`config.mk`:
```
export PLATFORM = sky130hd
export DESIGN_NAME = hazard_ctrl
export DESIGN_NICKNAME = d
export VERILOG_FILES = /design/src/rtl/hazard_ctrl.sv
export SDC_FILE = /design/constraint.sdc
export NUM_CORES = 1
export LEC_CHECK = 0
export BUFFER_PORTS_ARGS = -buffer_cell sky130_fd_sc_hd__buf_2
export CAP_MARGIN = 20
export CELL_PAD_IN_SITES_DETAIL_PLACEMENT = 1
export CELL_PAD_IN_SITES_GLOBAL_PLACEMENT = 1
export CORE_ASPECT_RATIO = 1.75
export CORE_MARGIN = 3
export CORE_UTILIZATION = 29
export CTS_CLUSTER_SIZE = 24
export DETAILED_ROUTE_END_ITERATION = 12
export PLACE_DENSITY = 0.85
export RECOVER_POWER = 100
export SLEW_MARGIN = 10
export SYNTH_ARGS = -nofsm -noshare
export SYNTH_HDL_FRONTEND = slang
export SYNTH_SLANG_ARGS = --single-unit
```
`constraint.sdc`:
```
create_clock -name clk -period 2.3 [get_ports clk]
set_input_delay 0.115 -clock clk [delete_from_list [all_inputs] [get_ports clk]]
set_output_delay 0.115 -clock clk [all_outputs]
set_load 0.01 [all_outputs]
```
`src/rtl/hazard_ctrl.sv`:
```
// Pipeline stall/flush generator: mul/div occupancy, load-use, cache-miss stalls,
// branch redirects and exception flushes, with a remembered redirect under icache miss.
module hazard_ctrl #(
    parameter int DIV_LAT = 32,
    parameter int MUL_LAT = 2
) (
    input  logic       clk,
    input  logic       resetn,
    input  logic [4:0] d_rs,
    input  logic [4:0] d_rt,
    input  logic       d_read_rs,
    input  logic       d_read_rt,
    input  logic [4:0] e_writereg,
    input  logic       e_regwrite,
    input  logic       e_mem_read,
    input  logic       e_is_mfc,
    input  logic       e_divmul_start,
    input  logic       e_is_div,
    input  logic       e_redirect,
    input  logic       icache_stall,
    input  logic       dcache_stall,
    input  logic       m_except,
    output logic       stall_f,
    output logic       stall_d,
    output logic       stall_e,
    output logic       stall_m,
    output logic       flush_d,
    output logic       flush_e,
    output logic       flush_m,
    output logic       flush_w,
    output logic       divmul_busy,
    output logic       redirect_pending
);
    localparam logic [5:0] DIV_M1 = 6'(DIV_LAT - 1);
    localparam logic [5:0] MUL_M1 = 6'(MUL_LAT - 1);

    logic [5:0] cnt_q, cnt_d;
    logic       done_q, done_d;
    logic       pend_q, pend_d;

    logic       start, busy, lu, exc_go, blocked;
    logic [5:0] lat_m1;
    logic       sf, sd, se, sm, fd, fe, fm, fw;

    always_comb begin
        start   = e_divmul_start & (cnt_q == 6'd0) & ~done_q;
        busy    = start | (cnt_q != 6'd0);
        lu      = (e_mem_read | e_is_mfc) & e_regwrite & (e_writereg != 5'd0) &
                  ((d_read_rs & (d_rs == e_writereg)) | (d_read_rt & (d_rt == e_writereg)));
        exc_go  = m_except & ~dcache_stall;
        blocked = dcache_stall | busy | lu;
        lat_m1  = e_is_div ? DIV_M1 : MUL_M1;
    end

    // Priority chain; the trailing pend branch is the one-shot discard of the wrong-path fetch.
    always_comb begin
        {sf, sd, se, sm, fd, fe, fm, fw} = 8'b0;
        if (exc_go) begin
            {fd, fe, fm, fw} = 4'b1111;
        end else if (dcache_stall) begin
            {sf, sd, se, sm, fw} = 5'b11111;
        end else if (busy) begin
            {sf, sd, se, fm} = 4'b1111;
        end else if (lu) begin
            {sf, sd, fe} = 3'b111;
        end else if (e_redirect) begin
            {fd, fe} = 2'b11;
        end else if (icache_stall) begin
            {sf, fd} = 2'b11;
        end else if (pend_q) begin
            fd = 1'b1;
        end
    end

    always_comb begin
        cnt_d  = cnt_q;
        done_d = done_q;
        pend_d = pend_q;
        if (exc_go) begin
            cnt_d  = 6'd0;
            done_d = 1'b0;
            pend_d = 1'b0;
        end else begin
            if (start) begin
                cnt_d  = lat_m1;
                done_d = (lat_m1 == 6'd0);
            end else if (cnt_q != 6'd0) begin
                cnt_d = cnt_q - 6'd1;
                if (cnt_q == 6'd1) done_d = 1'b1;
            end else if (!se) begin
                done_d = 1'b0;
            end
            if (!blocked) begin
                if (e_redirect && icache_stall) pend_d = 1'b1;
                else if (!icache_stall)         pend_d = 1'b0;
            end
        end
    end

    always_ff @(posedge clk) begin
        if (!resetn) begin
            cnt_q  <= 6'd0;
            done_q <= 1'b0;
            pend_q <= 1'b0;
        end else begin
            cnt_q  <= cnt_d;
            done_q <= done_d;
            pend_q <= pend_d;
        end
    end

    always_comb begin
        stall_f          = resetn & sf;
        stall_d          = resetn & sd;
        stall_e          = resetn & se;
        stall_m          = resetn & sm;
        flush_d          = resetn & fd;
        flush_e          = resetn & fe;
        flush_m          = resetn & fm;
        flush_w          = resetn & fw;
        divmul_busy      = resetn & busy;
        redirect_pending = resetn & pend_q;
    end
endmodule

```
==> results.ini <==
[setup_path]
crit_buf_inv = 1
slowest_delay_ns = 0.55
start_kind = flip-flop
path_depth = 5
critPathArrivalTime_ns = 2.07
cp-end-kind = output port
critical_path.max_fanout = 6
cp_cell_sequence = or4_4 -> nor4b_4 -> o311a_2 -> a22o_1 -> clkbuf_2
reg2reg_to = pend_q
path_delay_family = simple AND/OR/NAND/NOR gates
path_class = flip-flop to output port
reg2reg_depth = 5
r2r-start = cnt_q[2]
crit_required_ns = 2.18
r2r_slack_ns = 0.41
cp_slowest_cell = or4_4

[final_layout]
syn_to_final_growth_pct = 31.71
finalNonFillerCells = 151
final_layout_size_suffix_gt1_frac = 0.3150
layout.nets = 160
antennaDiodeCount = 0

[yosys]
synth_top_area_frac = 0.2306
yosys.area.top_type = dfxtp_1
synth-seq-cells = 8
synthDistinctLibCells = 31
syn_inst = 87
avgSynthCellArea_um2 = 7.982
synth_area_um2 = 694.4
yosys-top-cells-area = dfxtp_1 23%, xnor2_1 15%, a21oi_1 6.5%, ha_1 5.4%, nor2_1 4.9%
ys_seq_area_frac = 0.2306
ys.warnings.count = 0
synth_nets = 118

[grt]
grtUsageMet3 = 0.03053
track_usage = 0.1494
antenna_found_initial = 0
grt_overflow = 0
grt_pass1_wl_um = 3581
met1_usage = 0.1475
first_global_vias = 882
grtUsageMet2 = 0.2826
grt_max_degree = 10
busiest_layer = met2

[detailed_routing]
num_vias = 806
via_per_inst = 5.338
drt-pass1-iter-count = 2
wl_per_cell_um = 13.68
drtIter0Drc = 2
drc = 0
finalWirelength_um = 2066
detail-route-antenna-nets = 0

[timing]
fmax_ghz = 0.4568
rsz0062_at_grt = no
slew_viol_final = 0
fin_crit_ns = 2.189
clock_skew_ns = 0.004196
relSlewSlack = 0.6964
period_share = 0.9519
tns_ns = 0
worst_slew_pin_slew_ns = 0.4513
finalSetupViolCount = 0
hold_violations = 0

[clock_network]
insertion_delay_ns = 0.26
root_buffer = clkbuf_4
cts_setup_buffers = 0
htree_levels = 1
path_clk_slew_ns = 0.06
clock_sinks = 8
cts_hold_buffers = 0
clock_path_buffers = 2
ctsResizeCount = 0
cts_tree = yes
cts_made_buffers = 3

[floorplanning]
chipHeight_um = 70.74
dieArea_um2 = 3041
core_area_um2 = 2175
num_rows = 22
ios = 38
start_util = 0.3193
die_w_um = 42.99

[outcome]
status = finished, final reports clean

[power]
p_sw_frac = 0.4473
ir_drop_mv = 0.2732
p_int_mw = 0.4788
total_power_mw = 0.8664
p_leak_nw = 0.3803
seqPwrFrac = 0.286
p_sw_mw = 0.3875
pwr-share-clk = 0.132
p_per_area_nw_per_um2 = 947.2
combPwrFrac = 0.582

[placed_design]
port_buffers = 37
place_congestion = 0.8313
place_inst = 148
dpl.hpwl_um = 1813

[min_path]
hold_path_class = primary input to flip-flop
hp-start = e_is_div
hold-path-endpoint = cnt_q[1]
min_path_cells = 3

[flow_run]
max_cap_violations = 0

[final cells by class]
class,instances,area [um2]
Sequential cell,8,160.2
Inverter,3,11.26
Multi-Input combinational cell,75,511.7
Clock buffer,3,22.52
Fill cell,287,1260
Tap cell,24,30.03
Timing Repair Buffer,38,178.9
[placed cells by master (no fill, tap or decap), types with 3 or more instances in the layout]
| cell type | count |
|---|---|
| buf_2 | 28 |
| xnor2_1 | 12 |
| nor2_1 | 9 |
| a21oi_1 | 9 |
| clkbuf_1 | 9 |
| dfxtp_1 | 8 |
| nand2_1 | 5 |
| nor3_1 | 5 |
| a211oi_1 | 4 |
| inv_1 | 3 |
| o21ai_0 | 3 |
| ha_1 | 3 |
| clkbuf_4 | 3 |
[power groups by stage]
stage                     combinational, mW  sequential (mW)  clock, mW
after floorplan                       0.370            0.234          0
after global placement                0.494            0.245          0
after detailed placement              0.527            0.251          0
after CTS                             0.531            0.248      0.115
after global routing                  0.575            0.256      0.122
final                                 0.504            0.248      0.114
[sequential cells by signal, summed over array words and instances (netlist names)]
name,flops
pend_q,1
cnt_q,6
done_q,1
[tightest hold or removal path: stages]
cell	delay (ns)
buf_2	0.09
a211oi_1	0.06
a211oi_1	0.19
[metal layers]
metal,routed length [um],vias to the layer above
met5,0,-
met4,38,0
met3,155,5
met2,1118,36
met1,754,372
li1,-,393
[cells in the mapped netlist]
master and number:
nand2_1 5, nor4_1 1, a22o_1 1, nand3_1 1
o22ai_1 1, nor2b_1 1, dfxtp_1 8, a31o_1 1
nand2b_1 1, nor3_1 5, or2_2 2, inv_1 3
a21oi_2 1, nor2_1 9, xnor2_1 12, o311a_2 1
ha_1 3, or2b_2 1, xor2_1 1, and2b_2 1
o21a_1 2, or4_4 1, o21ai_0 3, buf_6 1
a211oi_1 4, a21oi_1 9, and2_1 3, nor4b_4 1
nor3b_1 1, nand4_1 2, a31oi_1 1
[per-stage QoR]
stage	util	cell area [um2]	hold WS [ns]	setup WS (ns)
after global routing	0.4206	914.6	0.3025	0.01326
after global placement	0.4166	905.9	0.4958	0.4711
final	0.4206	914.6	0.2456	0.1107
after CTS	0.4269	928.4	0.2504	0.1199
after floorplan	-	694.4	0.2803	0.5800
after detailed placement	0.4166	905.9	0.5351	0.3962
[cells by family (layout without fill, tap and decap cells)]
| family | Yosys count | count (layout) | synth area share |
|---|---|---|---|
| and+or+nand+nor | 35 | 35 | 0.2955 |
| AOI/OAI and AO/OA | 24 | 24 | 0.2234 |
| xor gates and xnor gates | 13 | 13 | 0.1640 |
| DFF | 8 | 8 | 0.2306 |
| buffers and inverters | 4 | 44 | 0.03243 |
| adders and majority gates | 3 | 3 | 0.05406 |
[how the worst max path moves through the flow]
stage	startpoint	end	slack (ns)
2_1_floorplan	cnt_q[2]	pend_q	0.58
3_3_place_gp	cnt_q[2]	flush_d	0.47
3_5_place_dp	cnt_q[2]	pend_q	0.40
4_1_cts	cnt_q[2]	flush_d	0.12
5_1_grt	cnt_q[2]	flush_d	0.01
6_report	cnt_q[2]	flush_d	0.11
Power figures use the tool's default switching activity.
